==> src/rtl/contador_pkg.sv <==
// Shared constants, digit type and BCD saturation helper for the three-decade counter.
package contador_pkg;

  localparam int          BCD_W   = 4;
  localparam logic [3:0]  BCD_MAX = 4'd9;
  localparam int          N_DIG   = 3;

  typedef logic [BCD_W-1:0] bcd_t;

  function automatic bcd_t sat_bcd(input bcd_t nibble);
    return (nibble > BCD_MAX) ? BCD_MAX : nibble;
  endfunction

endpackage

==> src/rtl/digito_bcd.sv <==
// One decade of the BCD chain: holds a digit, counts on step_in and emits carry/borrow on step_out.
module digito_bcd
  import contador_pkg::*;
(
  input  logic clk,
  input  logic rst,
  input  logic step_in,
  input  logic up_down,
  input  logic load,
  input  bcd_t load_digit,
  output bcd_t digit,
  output logic step_out
);

  bcd_t digit_q, digit_d;

  // Out-of-range digits behave as 9 going up and as 0 going down, so the chain self-heals.
  always_comb begin
    // NOTE: every output of a combinational block gets a default first, otherwise a latch is inferred.
    digit_d  = digit_q;
    step_out = 1'b0;
    if (load) begin
      digit_d = sat_bcd(load_digit);
    end else if (step_in) begin
      if (up_down) begin
        if (digit_q >= BCD_MAX) begin
          digit_d  = '0;
          step_out = 1'b1;
        end else begin
          digit_d = digit_q + 4'd1;
        end
      end else begin
        if (digit_q == '0 || digit_q > BCD_MAX) begin
          digit_d  = BCD_MAX;
          step_out = 1'b1;
        end else begin
          digit_d = digit_q - 4'd1;
        end
      end
    end
  end

  // NOTE: sequential state is updated only with non-blocking assignments.
  always_ff @(posedge clk or negedge rst) begin
    if (!rst) digit_q <= '0;
    else      digit_q <= digit_d;
  end

  assign digit = digit_q;

endmodule

==> src/rtl/contador_bcd_3dig.sv <==
// Three-decade BCD up/down counter with prescaler, load, tick and wrap pulses.
// Define CONTADOR_PAUSA_EN to treat en as an active-low push-button that toggles a run flag.
module contador_bcd_3dig
  import contador_pkg::*;
#(
  parameter int DIV  = 50_000_000,
  parameter int PS_W = 26
) (
  input  logic                   clk,
  input  logic                   rst,
  input  logic                   en,
  input  logic                   up_down,
  input  logic                   load,
  input  logic [N_DIG*BCD_W-1:0] load_val,
  output logic [BCD_W-1:0]       bcd0,
  output logic [BCD_W-1:0]       bcd1,
  output logic [BCD_W-1:0]       bcd2,
  output logic                   tick,
  output logic                   wrap
);

  localparam logic [PS_W-1:0] PS_LAST = PS_W'(DIV - 1);

  logic            run;
  logic [PS_W-1:0] ps_q, ps_d;
  logic            tick_q, tick_d;
  logic            wrap_q, wrap_d;
  logic            step;
  logic [N_DIG:0]  carry;
  bcd_t            digits [N_DIG];

`ifdef CONTADOR_PAUSA_EN
  // Button idles high; the synchroniser and edge history reset to "released".
  logic sync1_q, sync2_q, prev_q, run_q, run_d;

  always_comb begin
    run_d = run_q ^ (prev_q & ~sync2_q);
  end

  always_ff @(posedge clk or negedge rst) begin
    if (!rst) begin
      sync1_q <= 1'b1;
      sync2_q <= 1'b1;
      prev_q  <= 1'b1;
      run_q   <= 1'b1;
    end else begin
      sync1_q <= en;
      sync2_q <= sync1_q;
      prev_q  <= sync2_q;
      run_q   <= run_d;
    end
  end

  assign run = run_q;
`else
  assign run = en;
`endif

  assign step     = run & (ps_q == PS_LAST);
  assign carry[0] = step & ~load;

  always_comb begin
    ps_d = ps_q;
    if (load)      ps_d = '0;
    else if (step) ps_d = '0;
    else if (run)  ps_d = ps_q + 1'b1;
    tick_d = carry[0];
    wrap_d = carry[N_DIG];
  end

  for (genvar i = 0; i < N_DIG; i++) begin : g_dig
    digito_bcd u_dig (
      .clk        (clk),
      .rst        (rst),
      .step_in    (carry[i]),
      .up_down    (up_down),
      .load       (load),
      .load_digit (load_val[i*BCD_W +: BCD_W]),
      .digit      (digits[i]),
      .step_out   (carry[i+1])
    );
  end

  always_ff @(posedge clk or negedge rst) begin
    if (!rst) begin
      ps_q   <= '0;
      tick_q <= 1'b0;
      wrap_q <= 1'b0;
    end else begin
      ps_q   <= ps_d;
      tick_q <= tick_d;
      wrap_q <= wrap_d;
    end
  end

  assign bcd0 = digits[0];
  assign bcd1 = digits[1];
  assign bcd2 = digits[2];
  assign tick = tick_q;
  assign wrap = wrap_q;

endmodule

==> config.mk <==
export PLATFORM = sky130hd
export DESIGN_NAME = contador_bcd_3dig
export DESIGN_NICKNAME = d
export VERILOG_FILES = /design/src/rtl/contador_pkg.sv /design/src/rtl/digito_bcd.sv /design/src/rtl/contador_bcd_3dig.sv
export SDC_FILE = /design/constraint.sdc
export NUM_CORES = 1
export LEC_CHECK = 0
export CAP_MARGIN = 10
export CORE_MARGIN = 3
export CORE_UTILIZATION = 41
export DETAILED_ROUTE_END_ITERATION = 8
export HOLD_SLACK_MARGIN = 0.1
export SYNTH_ARGS = -nofsm -noshare
export SYNTH_HDL_FRONTEND = slang
export SYNTH_SLANG_ARGS = --single-unit
==> constraint.sdc <==
create_clock -name clk -period 4.8 [get_ports clk]
set_input_delay 0.48 -clock clk [delete_from_list [all_inputs] [get_ports clk]]
set_output_delay 0.48 -clock clk [all_outputs]
set_load 0.05 [all_outputs]
==> summary.md <==
| Metric | Value |
|---|---|
| Cells after synthesis | `330` |
| Sequential area share after synthesis | `between 30% and 40%` |
| Syn_nets | `358` |
| Initial antenna violation count | `0` |
| Pwr dens | `257 mW/mm2` |
| Cell Chain, Critical Path | `clkdlybuf4s50_1, nor4b_1, a211o_1, nand4_1, and3_1, nor3_1` |
| Total CTS buffers | `5` |
| Max Clock Freq | `~0.39 GHz` |
| P_leak | `1.33 nW` |
| Core Area | `~0.0065 mm2` |
| Fin. max-slew vios | `0` |
| Status | `completed` |
| Post-cts resize count | `0` |
| Worst Path Buf+Inv | `1` |
| Final period utilization | `53.1%` |
| Total GRT Usage | `18.0%` |
| Final Util | `49.9%` |
| Drt drc | `0` |
| Yosys synthesis warning count | `0` |
| Worst endpoint data arrival time | `2.76 ns` |
| CTS clk-pin slew, worst paths | `around 0.08 ns` |
| Setup TNS | `0 ns` |
| Hold WC Path Type | `input port to asynchronous set/reset pin` |
| Initial Util | `43.4%` |
| Part of the power in registers | `45.4%` |
| Post-CTS Repair Setup Buffers | `0` |
| First-pass GRT wire length | `between 10000 and 15000 um` |
| Via density | `between 5 and 6` |
| Largest net degree at the start of global routing | `41` |
| Switching share of power | `~33%` |
| Drt initial violations | `146` |
| Crit start category | `input port` |
| Width of the die | `between 80 and 90 um` |
| Setup CP Type | `input port to flip-flop` |
| Total Routed Length | `about 6700 um` |
| Clock power frac | `28.1%` |
| Int Pwr | `0.556 mW` |
| CTS root buf | `clkbuf_8` |
| Max incr delay on CP | `0.86 ns` |
| RSZ-0062 raised after global routing | `no` |
| Pre-CTS setup slack | `1.92 ns` |
| Cell variety after synth | `59` |
| Hold Buf Count CTS | `0` |
| GRT overflow | `0` |
| NetSw | `0.278 mW` |
| Post-synth EDFFs | `0` |
| Gate power share | `26.5%` |
| Worst R2R Path Depth | `5` |
| Bufs on Longest Clock Path | `2` |
| Post-synthesis cell area | `~0.0028 mm2` |
| Area of placed instances | `0.00315 mm2` |
| Net count, final | `approximately 380` |
| Final count of negative-setup-slack endpoints | `0` |
| Max-cap violations | `0` |
| Slew headroom | `40.7%` |
| Most common flop cell mapped by yosys | `dfrtp_1` |
| Crit Path Max Fanout | `25` |
| CP endpoint kind | `flip-flop` |
| P&R area growth vs syn | `15.0%` |
| R2r startpoint | `ps_q[10]` |
| Final non-filler cell area | `0.00324 mm2` |
| Post-DRT Antenna Nets | `0` |
| Clock Sink Count | `40` |
| Vias in the first global route | `2351` |
| Cell Rows | `29` |
| Share of cells above drive strength 1 | `roughly 5.6%` |
| Required time worst endpoint | `5.01 ns` |
| Final min period | `~2.6 ns` |
| Port Buffer Count | `30` |
| Commonest non-fill, non-tap cell in the layout | `nor2_1` |
| Fin. Hold Viols | `0` |
| Worst IR Drop VDD | `148 uV` |
| Ant. Diodes | `0` |
| Post-synthesis register bit count | `40` |
| Overall die height | `88.9 um` |
| Post-detail-place hpwl | `4860 um` |
| Worst setup path startpoint | `up_down` |
| Critical Path Stages | `6` |
| Mean post-synth cell area | `~8.5 um2` |
| Wire length per cell | `15.5 um` |
| Clock Skew | `0.00307 ns` |
| Total number of vias | `2497` |
| Most frequent cells in the layout | `45 x nor2_1, 40 x dfrtp_1, 29 x clkdlybuf4s50_1` |
| # IOs | `31` |
| Tightest Pin Transition | `0.890 ns` |
| TritonCTS clock tree | `yes` |
| Die footprint | `between 0.007 and 0.008 mm2` |
| Crit path max-delay cell type | `clkdlybuf4s50_1` |
| Family with the most delay on the worst path | `simple AND/OR/NAND/NOR gates` |
| H-tree depth | `2` |
| WHS | `0.305 ns` |
| Placer congestion estimate | `0.821` |
| Skew-Pair Late Insertion Delay | `approximately 0.3 ns` |
| Final WS setup | `2.25 ns` |
| Drt first pass iters | `4` |
| Post-synth ARST share | `100%` |
==> stage by stage <==
step / total power, mW / cells
2_1_floorplan: 0.534 / 330
3_3_place_gp: 0.606 / 423
3_5_place_dp: 0.607 / 423
4_1_cts: 0.845 / 431
5_1_grt: 0.884 / 431
6_report: 0.835 / 431
==> state kept, by name (all words and copies together), names as in the netlist <==
| name | flops |
|---|---|
| g_dig.u_dig.digit | 12 |
| tick | 1 |
| wrap | 1 |
| ps_q | 26 |
==> power groups by stage <==
stage / Sequential, mW / Clock [mW] / Combinational [mW]
final: 0.379 / 0.234 / 0.221
after global routing: 0.383 / 0.258 / 0.242
after CTS: 0.379 / 0.243 / 0.222
after detailed placement: 0.386 / 0 / 0.221
after global placement: 0.386 / 0 / 0.221
after floorplan: 0.411 / 0 / 0.123
==> worst reg2reg max path, stage by stage, from the launching register on <==
cell	delay [ns]
dfrtp_1	0.43
or4_4	0.57
nor4_4	0.40
a31o_2	0.56
o21ai_1	0.11
a21o_1	0.16
==> final cells by class <==
type | count | area, um2
timing repair buffer | 30 | 295
sequential | 40 | 1000
clock buffer | 7 | 86.3
inverter | 20 | 75.1
tap | 77 | 96.3
clock inverter | 1 | 7.51
fill | 647 | 3250
multi-input combinational | 256 | 1680
==> kinds of logic after synthesis <==
kind of cell / count (synthesis) / synth area share [%]
AO/OA/AOI/OAI: 73 / 17.8
XOR/XNOR: 23 / 7.15
adder cells (fa/ha/maj): 11 / 4.88
buffers and inverters: 34 / 4.84
flip-flops: 40 / 35.5
multiplexers: 6 / 2.62
AND/OR/NAND/NOR: 143 / 27.2
==> layer usage <==
layer,global-route usage [%],up-vias,part of all wire [%]
met5,0,-,0
met1,26.5,1202,51
met3,2.86,11,3.2
li1,-,1238,-
met2,27.1,46,44
met4,5.63,0,1.9
==> synthesized netlist by cell type, types with 3 or more instances <==
| library cell | n | area share (%) |
|---|---|---|
| dfrtp_1 | 40 | 36 |
| a21oi_1 | 11 | 2.0 |
| o21bai_1 | 4 | 1.1 |
| nor2_1 | 45 | 6.0 |
| nor4_1 | 8 | 1.8 |
| inv_1 | 19 | 2.5 |
| clkbuf_1 | 9 | 1.2 |
| ha_1 | 11 | 4.9 |
| o22ai_1 | 3 | 0.67 |
| xor2_1 | 12 | 3.7 |
| nor4b_1 | 4 | 1.2 |
| or3_1 | 5 | 1.1 |
| a31oi_1 | 6 | 1.3 |
| mux2i_1 | 4 | 1.4 |
| nand4_1 | 10 | 2.2 |
| o21ai_0 | 18 | 3.2 |
| nand3b_1 | 3 | 0.80 |
| and4_1 | 3 | 0.93 |
| and3_1 | 5 | 1.1 |
| o21a_1 | 4 | 1.1 |
| a221oi_1 | 4 | 1.2 |
| a211o_1 | 3 | 0.93 |
| a22oi_1 | 3 | 0.80 |
| xnor2_1 | 11 | 3.4 |
| nand3_1 | 12 | 2.1 |
| nor3_1 | 6 | 1.1 |
| nand2_1 | 27 | 3.6 |
| a21o_1 | 3 | 0.80 |
==> final timing paths <==
path                                                end  slack, ns
worst min-delay path                           ps_q[10]       0.31
worst max-delay path            g_dig[1].u_dig.digit[0]       2.25
max in group asynchronous                      ps_q[24]       3.94
worst max register to register  g_dig[0].u_dig.digit[0]       2.48
min in group clk                               ps_q[25]       0.55
worst min register to register                 ps_q[25]       0.55
(Power assumes the default switching activity.)
